--- config.mk ---
export PLATFORM = sky130hd
export DESIGN_NAME = ras_stack
export DESIGN_NICKNAME = d
export VERILOG_FILES = /design/src/rtl/ras_stack.sv
export SDC_FILE = /design/constraint.sdc
export NUM_CORES = 1
export LEC_CHECK = 0
export ABC_CLOCK_PERIOD_IN_PS = 3900
export BUFFER_PORTS_ARGS = -buffer_cell sky130_fd_sc_hd__buf_2
export CAP_MARGIN = 30
export CORE_ASPECT_RATIO = 1.75
export CORE_MARGIN = 2
export CORE_UTILIZATION = 40
export DETAILED_ROUTE_END_ITERATION = 10
export PLACE_DENSITY = 0.58
export SYNTH_ARGS = -nofsm -noshare
export SYNTH_HDL_FRONTEND = slang
export SYNTH_SLANG_ARGS = --single-unit
--- constraint.sdc ---
create_clock -name clk_i -period 3.9 [get_ports clk_i]
set_clock_uncertainty 0.2 [all_clocks]
set_input_delay 1.17 -clock clk_i [delete_from_list [all_inputs] [get_ports clk_i]]
set_output_delay 1.17 -clock clk_i [all_outputs]
set_load 0.02 [all_outputs]
--- src/rtl/ras_stack.sv ---
// Return-address stack for the frontend fetch path.
// A circular buffer of link PCs that predicts return targets. Calls push and
// returns pop. A flush or a resolved mispredict drops all speculative
// contents. When the stack is full, the oldest entry is overwritten.
module ras_stack #(
  parameter int unsigned DEPTH = 2,
  parameter int unsigned VLEN  = 39
) (
  input  logic                       clk_i,
  input  logic                       rst_i,
  input  logic                       flush_i,
  input  logic                       push_i,
  input  logic                       pop_i,
  input  logic [VLEN-1:0]            data_i,
  input  logic                       resolve_valid_i,
  input  logic                       resolve_misp_i,
  output logic                       top_valid_o,
  output logic [VLEN-1:0]            top_addr_o,
  output logic [$clog2(DEPTH):0]     count_o,
  output logic                       overflow_o
);

  localparam int unsigned PW = $clog2(DEPTH);
  localparam int unsigned CW = $clog2(DEPTH) + 1;
  localparam logic [CW-1:0] FULL_CNT = CW'(DEPTH);

  // Storage and bookkeeping state
  logic [VLEN-1:0] mem_q [DEPTH];
  logic [VLEN-1:0] mem_d [DEPTH];
  logic [DEPTH-1:0] vld_q, vld_d;
  logic [PW-1:0]    tos_q, tos_d;
  logic [CW-1:0]    count_q, count_d;

  logic          clear_s;
  logic          full_s;
  logic          empty_s;
  logic          overflow_s;
  logic [PW-1:0] tos_inc_s;
  logic [PW-1:0] tos_dec_s;

  // Pointer step helpers. DEPTH is a power of two, so the natural
  // truncation of the PW-bit sum gives modulo-DEPTH wrap.
  function automatic logic [PW-1:0] ptr_inc(input logic [PW-1:0] p);
    return p + PW'(1);
  endfunction

  function automatic logic [PW-1:0] ptr_dec(input logic [PW-1:0] p);
    return p - PW'(1);
  endfunction

  assign clear_s   = flush_i | (resolve_valid_i & resolve_misp_i);
  assign full_s    = (count_q == FULL_CNT);
  assign empty_s   = (count_q == {CW{1'b0}});
  assign tos_inc_s = ptr_inc(tos_q);
  assign tos_dec_s = ptr_dec(tos_q);

  // Next-state computation: clear beats push/pop; push+pop replaces the top in place
  always_comb begin
    tos_d      = tos_q;
    count_d    = count_q;
    vld_d      = vld_q;
    mem_d      = mem_q;
    overflow_s = 1'b0;

    if (clear_s) begin
      tos_d   = {PW{1'b0}};
      count_d = {CW{1'b0}};
      vld_d   = {DEPTH{1'b0}};
      for (int i = 0; i < int'(DEPTH); i++) begin
        mem_d[i] = {VLEN{1'b0}};
      end
    end else begin
      case ({push_i, pop_i})
        2'b10: begin
          // Call: advance and write. When full, the slot ahead of tos is the oldest entry.
          tos_d            = tos_inc_s;
          mem_d[tos_inc_s] = data_i;
          vld_d[tos_inc_s] = 1'b1;
          if (full_s) begin
            overflow_s = 1'b1;
          end else begin
            count_d = count_q + CW'(1);
          end
        end
        2'b01: begin
          // Return: an empty stack ignores the pop.
          if (!empty_s) begin
            vld_d[tos_q] = 1'b0;
            tos_d        = tos_dec_s;
            count_d      = count_q - CW'(1);
          end else begin
            count_d = count_q;
          end
        end
        2'b11: begin
          // Return followed by a call: the net effect is to overwrite the current top.
          mem_d[tos_q] = data_i;
          vld_d[tos_q] = 1'b1;
          if (empty_s) begin
            count_d = CW'(1);
          end else begin
            count_d = count_q;
          end
        end
        default: begin
          tos_d = tos_q;
        end
      endcase
    end
  end

  // State registers with synchronous reset that overrides every other input
  always_ff @(posedge clk_i) begin
    if (rst_i) begin
      tos_q   <= {PW{1'b0}};
      count_q <= {CW{1'b0}};
      vld_q   <= {DEPTH{1'b0}};
      for (int i = 0; i < int'(DEPTH); i++) begin
        mem_q[i] <= {VLEN{1'b0}};
      end
    end else begin
      tos_q   <= tos_d;
      count_q <= count_d;
      vld_q   <= vld_d;
      for (int i = 0; i < int'(DEPTH); i++) begin
        mem_q[i] <= mem_d[i];
      end
    end
  end

  // Zero-latency readout of the top entry. The address is masked when the entry is not valid.
  always_comb begin
    top_valid_o = vld_q[tos_q];
    if (vld_q[tos_q]) begin
      top_addr_o = mem_q[tos_q];
    end else begin
      top_addr_o = {VLEN{1'b0}};
    end
  end

  assign count_o    = count_q;
  // No entry is overwritten when reset is asserted in the same cycle.
  assign overflow_o = overflow_s & ~rst_i;

endmodule

## Yosys cells after proc, flatten, opt, wreduce, memory -nomap -nowiden

Index checks and enable logic that the tools add are counted.
W data, S select, Z words.

- Mux-type cells: 28
- Bitwise logic cells: 10
- Magnitude comparators: 8
- Reduce and logical (&&, ||, !) cells: 12
- Add/subtract/negate cells: 4
- Eq/ne operators: 7

Operators by type and width:

| cell | number |
|---|---|
| $mux W39 | 6 |
| $bwmux W78 | 2 |
| $pmux W78 S2 | 1 |
| $demux W39 S1 | 2 |
| $pmux W2 S3 | 2 |
| $mux W1 | 8 |
| $mux W2 | 4 |
| $eq A2 B2 Y1 const B | 3 |
| $ne A2 B2 Y1 const B | 3 |
| $ge A2 B2 Y1 const B | 2 |
| $logic_and A1 B1 Y1 | 4 |
| $lt A1 B2 Y1 const B | 2 |
| $lt A2 B1 Y1 const B | 2 |
| $not A1 Y2 | 2 |
| $or A2 B2 Y2 | 2 |
| $reduce_and A2 Y1 | 2 |
| $reduce_and A4 Y1 | 1 |
| $reduce_bool A2 Y1 | 2 |
| $reduce_bool A3 Y1 | 1 |
| $add A2 B1 Y2 const B | 1 |
| $and A1 B1 Y1 | 2 |
| $and A2 B2 Y2 | 1 |
| $demux W1 S1 | 2 |
| $eq A2 B1 Y1 const B | 1 |
| 10 further kinds | 11 |

- Register bits after elaboration: 83
- Output and inout port bits: 43

## Logic depth before layout (Yosys ltp)

- Depth in word-level cells: 8
- Gate-level depth with buffers: 7

## Worst setup path before layout

No wires, ideal clock.

- Kind: input to output
- Start point: input port resolve_valid_i
- End point: output port overflow_o
- Buffers on the path: 1
- Setup slack: 0.433 ns
- Stages on the path: 3
- Data arrival time: 2.097 ns
- Cell sequence: a211oi_1 > clkbuf_1 > and4b_1

- Longest elaborated chain between the ends: 4

RTL lines:

| item | RTL line | source |
|---|---|---|
| from (decl) | 15 | `input logic resolve_valid_i,` |
| $and A1 B1 Y1 | 51 | `assign clear_s = flush_i \| (resolve_valid_i & resolve_misp_i);` |
| $or A1 B1 Y1 | 51 |  |
| $mux W1 | 65 | `if (clear_s) begin` |
| $and A1 B1 Y1 | 143 | `assign overflow_o = overflow_s & ~rst_i;` |
| to (decl) | 20 | `output logic overflow_o` |

No other way between the ends.

## Worst setup path in the final report

- Start point: input port push_i
- End point: output port overflow_o

- Longest elaborated chain between the ends: 4

RTL lines:

| item | RTL line | source |
|---|---|---|
| from (decl) | 12 | `input logic push_i,` |
| $eq A2 B2 Y1 | 73 | `case ({push_i, pop_i})` |
| $mux W1 | 73 |  |
| $mux W1 | 65 |  |
| $and A1 B1 Y1 | 143 |  |

No other way between the ends.

==> impl_metrics.sql <==
INSERT INTO impl_metrics (metric_group, metric, value, unit) VALUES
('detailed_routing', 'drc_errors', '0', ''),
('clocking', 'numClockSinks', '83', ''),
('finish', 'layout_common_cells', 'sky130_fd_sc_hd__nand2_1 (122), sky130_fd_sc_hd__mux2i_1 (119), sky130_fd_sc_hd__buf_2 (88)', ''),
('synth', 'yosys.cell_types.count', '22', ''),
('timing', 'fmax', '298', 'MHz'),
('synth', 'synth_top_area_cell', 'sky130_fd_sc_hd__dfxtp_1', ''),
('timing', 'setup_viol', '0', ''),
('global_routing', 'grt_use_total', '16.9', '%'),
('outcome', 'outcome', 'complete, no violations', ''),
('floorplan', 'ios', '89', ''),
('timing', 'worst_pin_slew', '559', 'ps'),
('clocking', 'ctsHtreeMaxLevel', '3', ''),
('timing', 'postLayoutSetupSlackWorst', '546', 'ps'),
('clocking', 'clk_root_buffer_cell', 'sky130_fd_sc_hd__clkbuf_16', ''),
('detailed_routing', 'via_count', '3024', ''),
('detailed_routing', 'first_iter_violations', '127', ''),
('critical_path', 'cp_max_fo', '9', ''),
('synth', 'netlist_area', '3810', 'um2'),
('place', 'placement.setup.worst_slack', '558', 'ps'),
('global_routing', 'grt_antenna_before_repair', '1', ''),
('timing', 'setup_tns_final', '0', 'ps'),
('clocking', 'worstSkewPairLatency', '330', 'ps'),
('synth', 'seq_area_frac_synth', '43.6', '%'),
('finish', 'layout-drive-gt1-share', '22.5', '%'),
('detailed_routing', 'route.detailed.vias_per_inst', '4.83', ''),
('finish', 'area.growth.synth_to_final', '22.1', '%'),
('timing', 'rsz0062_at_grt', 'no', ''),
('place', 'gp_congestion', '0.718', ''),
('timing', 'final_min_period_over_clock_period', '86.0', '%'),
('critical_path', 'critical_path_arrival', '1980', 'ps'),
('floorplan', 'placeableCoreArea', '9350', 'um2'),
('finish', 'final_design_instance_area_without_fill', '4650', 'um2'),
('place', 'io_buffer_count', '88', ''),
('critical_path', 'worstSetupEndpointType', 'output pin', ''),
('synth', 'synth.ff_latch_count', '83', ''),
('place', 'hpwlAfterDp', '5.59', 'mm'),
('power', 'power.density', '402', 'nW/um2'),
('worst_hold_path', 'min-delay-path-class', 'reg -> reg', ''),
('clocking', 'clkTransAtPathRegs', '50', 'ps'),
('timing', 'slew_headroom', '62.7', '%'),
('clocking', 'max-clock-path-buffers', '2', ''),
('synth', 'syn_inst', '424', ''),
('synth', 'synth_area_leaders', 'sky130_fd_sc_hd__dfxtp_1 (44%), sky130_fd_sc_hd__mux2i_1 (32%), sky130_fd_sc_hd__nand2_1 (12%)', ''),
('clocking', 'cts_setup_buffers', '0', ''),
('floorplan', 'floorplan.initialDensity', '40.7', '%'),
('detailed_routing', 'totalWireLength', '8.56', 'mm'),
('run', 'cap_violations', '0', ''),
('global_routing', 'grt_first_pass_wirelength', '13.9', 'mm'),
('critical_path', 'worst-endpoint-required', '2530', 'ps'),
('critical_path', 'startpoint_types', 'primary input', ''),
('timing', 'finalMaxSlewViolations', '0', ''),
('finish', 'layout.cells.most_common', 'sky130_fd_sc_hd__nand2_1', ''),
('clocking', 'cts_tree', 'yes', ''),
('floorplan', 'num_rows', '47', ''),
('clocking', 'tritoncts.num_buffers', '9', ''),
('global_routing', 'pin_count_of_the_biggest_net_entering_global_routing', '70', ''),
('finish', 'finalNetCount', '544', ''),
('clocking', 'cts_repair_resize_count', '0', ''),
('synth', 'synth-warning-count', '0', ''),
('floorplan', 'chipWidth', '77.8', 'um'),
('floorplan', 'dieArea', '10300', 'um2'),
('synth', 'synth_top_area_share', '43.6', '%'),
('timing', 'hold_slack', '254', 'ps'),
('clocking', 'cts-hold-fix-buffers', '0', ''),
('detailed_routing', 'drtAntennaViolNets', '0', ''),
('floorplan', 'die-height', '133', 'um'),
('detailed_routing', 'drtPass1Iterations', '4', ''),
('timing', 'period_minus_slack', '3350', 'ps'),
('synth', 'syn-mean-instance-area', '8.98', 'um2'),
('synth', 'syn-num-nets', '470', ''),
('global_routing', 'vias_in_the_first_global_route', '2970', ''),
('timing', 'hold_violations', '0', ''),
('critical_path', 'critical_path_class', 'in -> out', ''),
('power', 'worst_ir_drop_on_vdd', '0.243', 'mV'),
('power', 'pleak', '1.98', 'nW'),
('place', 'placedInstanceArea', '4360', 'um2'),
('detailed_routing', 'wire_per_inst', '13.7', 'um'),
('global_routing', 'grt.overflow.total', '0', '');
report_power, final:
| group | internal (W) | total [W] | switching, W |
|---|---|---|---|
| Clock | 0.000513 | 0.000826 | 0.000313 |
| Sequential | 0.000866 | 0.000878 | 0.0000121 |
| Combinational | 0.0000724 | 0.000165 | 0.0000926 |
flip-flops by register name (all words and copies together) (netlist names):
register / count
mem_q: 78
vld_q: 2
tos_q: 1
count_o: 2
metal layers:
metal	GRT usage, %	vias up	share of wire [%]
met4	6.55	0	1.6
met5	0	-	0
met3	4.57	11	4.0
li1	-	1545	-
met1	19.2	1416	44
met2	29.6	52	51
cell type report:
cell class | instances | area [um2]
fillers | 906 | 4700
multi-input cells | 305 | 1990
flip-flops and latches | 83 | 1660
repair buffers | 96 | 546
clock buffers | 14 | 254
well taps | 122 | 153
clock inverters | 2 | 35.0
inverters | 3 | 11.3
diodes | 1 | 2.50
cell usage after synthesis:
master and n:
sky130_fd_sc_hd__a211o_1 1, sky130_fd_sc_hd__a211oi_1 3, sky130_fd_sc_hd__a21oi_1 5, sky130_fd_sc_hd__and2_1 1
sky130_fd_sc_hd__and4b_1 1, sky130_fd_sc_hd__buf_2 13, sky130_fd_sc_hd__buf_4 5, sky130_fd_sc_hd__buf_6 2
sky130_fd_sc_hd__clkbuf_1 13, sky130_fd_sc_hd__dfxtp_1 83, sky130_fd_sc_hd__inv_1 3, sky130_fd_sc_hd__mux2i_1 120
sky130_fd_sc_hd__nand2_1 122, sky130_fd_sc_hd__nand2b_1 2, sky130_fd_sc_hd__nor2_1 41, sky130_fd_sc_hd__nor2b_1 1
sky130_fd_sc_hd__nor3_1 1, sky130_fd_sc_hd__o21a_1 1, sky130_fd_sc_hd__o21bai_1 1, sky130_fd_sc_hd__o22ai_1 2
sky130_fd_sc_hd__or2_1 1, sky130_fd_sc_hd__xor2_1 2
worst max-delay path: stages:
cell	delay, ps
sky130_fd_sc_hd__buf_2	160
sky130_fd_sc_hd__nor2b_1	270
sky130_fd_sc_hd__and4b_1	220
sky130_fd_sc_hd__buf_2	160
worst paths after layout:
kind	startpoint	end	slack, ps	cells past startpoint
hold reg to reg	mem_q[54]$_SDFFE_PP0P_	mem_q[54]$_SDFFE_PP0P_	250	2
hold / removal	mem_q[54]$_SDFFE_PP0P_	mem_q[54]$_SDFFE_PP0P_	250	2
setup reg to reg	tos_q$_SDFFE_PP0P_	mem_q[72]$_SDFFE_PP0P_	1910	4
setup / recovery	push_i	overflow_o	550	4
stage by stage:
step | cells | util, % | total power [W]
4_1_cts | 625 | 49.7 | 0.00189
6_report | 626 | 49.7 | 0.00187
3_5_place_dp | 609 | 46.6 | 0.00106
2_1_floorplan | 424 | - | 0.00101
3_3_place_gp | 608 | 46.3 | 0.00106
5_1_grt | 625 | 49.7 | 0.00195
kinds of logic (layout without fill, tap and decap cells):
family,count (synthesis),count (layout),synth area share (%)
XOR/XNOR,2,2,0.460
AO/OA/AOI/OAI,13,13,2.20
other,0,1,0
AND/OR/NAND/NOR,170,170,17.3
flip-flops,83,83,43.6
buffers and inverters,36,115,4.86
multiplexers,120,120,31.5
No activity file was read; power rests on OpenSTA's default activity.
